<file path="config.mk">
export PLATFORM = sky130hd
export DESIGN_NAME = saturating_counter_table
export DESIGN_NICKNAME = d
export VERILOG_FILES = /design/src/rtl/saturating_counter_table.sv
export SDC_FILE = /design/constraint.sdc
export NUM_CORES = 1
export LEC_CHECK = 0
export CAP_MARGIN = 20
export CORE_ASPECT_RATIO = 1.75
export CORE_MARGIN = 3
export CORE_UTILIZATION = 56
export DETAILED_ROUTE_END_ITERATION = 12
export PLACE_DENSITY = 0.79
export SLEW_MARGIN = 5
export SYNTH_ARGS = -nofsm -noshare
export SYNTH_HDL_FRONTEND = slang
export SYNTH_SLANG_ARGS = --single-unit
export TNS_END_PERCENT = 5
</file>
<file path="constraint.sdc">
create_clock -name clock -period 3.4 [get_ports clock]
set_input_delay 0.68 -clock clock [delete_from_list [all_inputs] [get_ports clock]]
set_output_delay 0.68 -clock clock [all_outputs]
set_load 0.1 [all_outputs]
</file>
<file path="src/rtl/saturating_counter_table.sv">
// Indexed table of DEPTH independent WIDTH-bit saturating counters.
// Define SATURATING_COUNTER_TABLE_FORWARDING_EN to forward same-cycle updates to the read port.
module saturating_counter_table #(
    parameter int WIDTH       = 2,
    parameter int DEPTH       = 16,
    parameter int RESET       = 0,
    parameter int THRESHOLD   = 2 ** (WIDTH - 1),
    parameter int INDEX_WIDTH = $clog2(DEPTH)
) (
    input  logic                   clock,
    input  logic                   resetn,
    input  logic                   update_enable,
    input  logic [INDEX_WIDTH-1:0] update_index,
    input  logic                   update_increment,
    input  logic                   update_decrement,
    input  logic                   update_load,
    input  logic [WIDTH-1:0]       update_value,
    input  logic [INDEX_WIDTH-1:0] read_index,
    output logic [WIDTH-1:0]       read_count,
    output logic                   read_above,
    output logic                   read_saturated_max,
    output logic                   read_saturated_min
);

    localparam logic [INDEX_WIDTH:0] DEPTH_W  = DEPTH[INDEX_WIDTH:0];
    localparam logic [WIDTH:0]       THRESH_W = THRESHOLD[WIDTH:0];
    localparam logic [WIDTH-1:0]     RESET_W  = RESET[WIDTH-1:0];
    localparam logic [WIDTH-1:0]     MAX_W    = '1;

    logic [WIDTH-1:0] table_q [DEPTH];
    logic             update_valid;
    logic             read_valid;
    logic [WIDTH-1:0] update_current;
    logic [WIDTH-1:0] update_next;

    // Next value of the addressed entry; saturation checked before add/subtract.
    always_comb begin
        update_valid   = update_enable && ({1'b0, update_index} < DEPTH_W);
        update_current = '0;
        if ({1'b0, update_index} < DEPTH_W) begin
            update_current = table_q[update_index];
        end
        update_next = update_current;
        if (update_load) begin
            update_next = update_value;
        end else if (update_increment && !update_decrement) begin
            if (update_current != MAX_W) begin
                update_next = update_current + 1'b1;
            end
        end else if (update_decrement && !update_increment) begin
            if (update_current != '0) begin
                update_next = update_current - 1'b1;
            end
        end
    end

    // Counter storage: reset loads every entry, otherwise only the target changes.
    always_ff @(posedge clock) begin
        if (!resetn) begin
            for (int i = 0; i < DEPTH; i++) begin
                table_q[i] <= RESET_W;
            end
        end else if (update_valid) begin
            table_q[update_index] <= update_next;
        end
    end

    // Combinational read port with status flags derived from the read value.
    always_comb begin
        read_valid = ({1'b0, read_index} < DEPTH_W);
        read_count = '0;
        if (read_valid) begin
            read_count = table_q[read_index];
        end
`ifdef SATURATING_COUNTER_TABLE_FORWARDING_EN
        if (update_valid && (read_index == update_index)) begin
            read_count = update_next;
        end
`endif
        read_above         = ({1'b0, read_count} >= THRESH_W);
        read_saturated_max = (read_count == MAX_W);
        read_saturated_min = (read_count == '0);
    end

endmodule
</file>
==> metrics.txt <==
post-place setup slack -0.128 ns; number of CTS-inserted buffers 5; Pre-antenna DRT Iters 4; WP data arrival between 2 and 3 ns; Critical Path Max Stage Delay ~0.55 ns; antenna-violating nets left 0; GPL Wtd Cong around 0.9; share of cells above drive strength 1 27.6%; number of flip-flops in the largest register 32; Post-synth EDFFs 32; total power 0.00101 W; status finished, final reports clean; final period utilization 95.7%; Starting DRT DRC Count 69; FMAX slightly above 300 MHz; worst hold margin 1.27 ns; Routed wire per std cell between 20 and 25 um; # Post-CTS Setup Buffers 0; DP HPWL 3940 um; Initial Utilization about three fifths; TritonCTS Sinks 32; mapped cell area roughly 2000 um^2; Worst Setup Start Kind input pin; worst-path fanout max 8; fin crit period 3.25 ns; GRT Total Usage 25.3%; layout overhead on the synthesized area 23.0%; #FFs+latches synth 32; crit path kind in -> out; area of the core approximately 3400 um^2; Setup violations, final 0; maximum vdd drop between 300 and 400 uV; Clock Path Buffers 2; Mapped Nets ~180; initial antenna violation count 0; grt total ovfl 0; Setup WS post-layout between 0.1 and 0.15 ns; Vias per Instance approximately 6.4; # IOs 21; max_slew headroom 68.5%; Top reg by flops table_q; Die Footprint 4400 um^2; Avg Cell Area, Syn ~13 um^2; CTS H-tree lvls 2; Pleak slightly above 0.9 nW; Synth Instances 161; Seq/Total Area, Yosys 47.4%; CP Capture Type primary output; Worst-Margin Slew 0.469 ns; largest registers table_q: 32 flops; RSZ-0062 raised after global routing no; # port buffers 20; Setup TNS 0 ns; primary flip-flop cell chosen by synthesis mapping edfxtp_1; Residual DRC 0; CTS clock-pin slew for the worst setup and hold paths 0.06 ns; NumNets Final between 200 and 250; first-pass GRT wire length between 7000 and 8000 um; vias in the first global route approximately 1600; Max Slew Vio Count 0; Worst Hold Class in -> reg; largest net degree at the start of global routing 17; Chip Height around 86 um; Worst EP required roughly 2.7 ns; latest clock arrival within the worst-skew pair around 0.28 ns; # rows 28; post-CTS sizing 2; Hold Fails Final Rpt 0; skew final between 0.006 and 0.007 ns; PwrDens 405 nW/um^2; slowest stage cell, crit path mux4_2; TritonCTS clock tree done; CTS root buf clkbuf_8; Yosys Warn Count 0; MaxCap Viol Count 0; via count approximately 1500; overall routed net length just over 5000 um; share of flip-flops with an asynchronous set or reset 0%; Die Wd roughly 51 um; Antenna Cells 0; hold_buf cts 0; CP cell instances clkdlybuf4s50_1, buf_12, mux4_2, mux4_2, and2_4, buf_12; synth unique cells 27
layout make-up:
class | count | area [um^2]
inverter | 2 | 7.51
fill | 256 | 942
clock buffer | 7 | 76.3
timing repair buffer | 34 | 392
tap | 45 | 56.3
clock inverter | 1 | 3.75
multi-input combinational | 116 | 995
sequential | 32 | 961
worst max-delay path, delay by kind of cell:
kind / cells / cell delay (ns)
and+or+nand+nor: 1 / 0.20
buffers and inverters: 3 / 0.81
muxes: 2 / 0.88
kinds of logic after synthesis:
| logic type | synth area share [%] |
|---|---|
| AOI/OAI and AO/OA | 4.88 |
| DFF | 47.4 |
| muxes | 22.1 |
| buffers and inverters | 3.95 |
| and+or+nand+nor | 21.7 |
per-stage QoR:
step / util (%) / cells / instance area [um^2]
4_1_cts: 72.6 / 237 / 2490
2_1_floorplan: - / 161 / 2040
6_report: 72.6 / 237 / 2490
3_3_place_gp: 70.2 / 229 / 2410
3_5_place_dp: 70.2 / 229 / 2410
5_1_grt: 72.6 / 237 / 2490
worst paths after layout:
path / startpoint / end / slack [ns] / cells after the start
worst min register to register: table_q[12][1]$_SDFFCE_PN0P_ / table_q[13][0]$_SDFFCE_PN0P_ / 1.34 / 6
worst max-delay path: read_index[1] / read_saturated_max / 0.15 / 6
worst min-delay path: update_value[1] / table_q[14][1]$_SDFFCE_PN0P_ / 1.27 / 3
worst max register to register: table_q[10][1]$_SDFFCE_PN0P_ / table_q[6][0]$_SDFFCE_PN0P_ / 0.90 / 6
synth_stat cells (2+ instances only):
| master | n | area [um^2] |
|---|---|---|
| mux4_1 | 5 | 131 |
| nor2_1 | 21 | 78.8 |
| nand2_1 | 29 | 109 |
| a21oi_1 | 3 | 15.0 |
| nor3_2 | 10 | 100 |
| clkbuf_1 | 6 | 22.5 |
| mux4_2 | 14 | 315 |
| nor2b_1 | 4 | 25.0 |
| a22oi_1 | 2 | 15.0 |
| buf_8 | 2 | 30.0 |
| a22o_1 | 2 | 17.5 |
| edfxtp_1 | 32 | 961 |
| and2_1 | 3 | 18.8 |
| inv_1 | 2 | 7.51 |
| nor3_1 | 9 | 45.0 |
| nand3_1 | 6 | 30.0 |
cell usage in the layout (no fill, tap or decap), types with 2 or more instances in the layout:
cell / count
nor3_2: 10
clkbuf_8: 5
buf_4: 11
clkbuf_1: 2
buf_12: 8
a22o_1: 2
and2_1: 2
a21oi_1: 3
nor2_1: 20
mux4_2: 14
nand3_1: 6
inv_1: 2
nor2b_1: 4
nor3_1: 9
clkdlybuf4s50_1: 14
a22oi_1: 2
nand2_1: 29
edfxtp_1: 32
mux4_1: 5
report_power, final:
| group | total, W | switching, W | leakage, nW | internal [W] |
|---|---|---|---|---|
| registers | 0.000460 | 0.00000967 | 0.331 | 0.000450 |
| logic | 0.000277 | 0.000157 | 0.538 | 0.000119 |
| clock network | 0.000272 | 0.000130 | 0.0399 | 0.000142 |
| total | 0.00101 | 0.000297 | 0.909 | 0.000712 |
per-layer routing:
| layer | GRT usage, % | up-vias | share of wire [%] |
|---|---|---|---|
| met4 | 13.8 | 0 | 2.9 |
| met3 | 4.70 | 12 | 5.6 |
| met1 | 25.2 | 746 | 33 |
| met5 | 0 | - | 0 |
| met2 | 47.0 | 74 | 58 |
| li1 | - | 677 | - |
No activity file was read; power rests on OpenSTA's default activity.
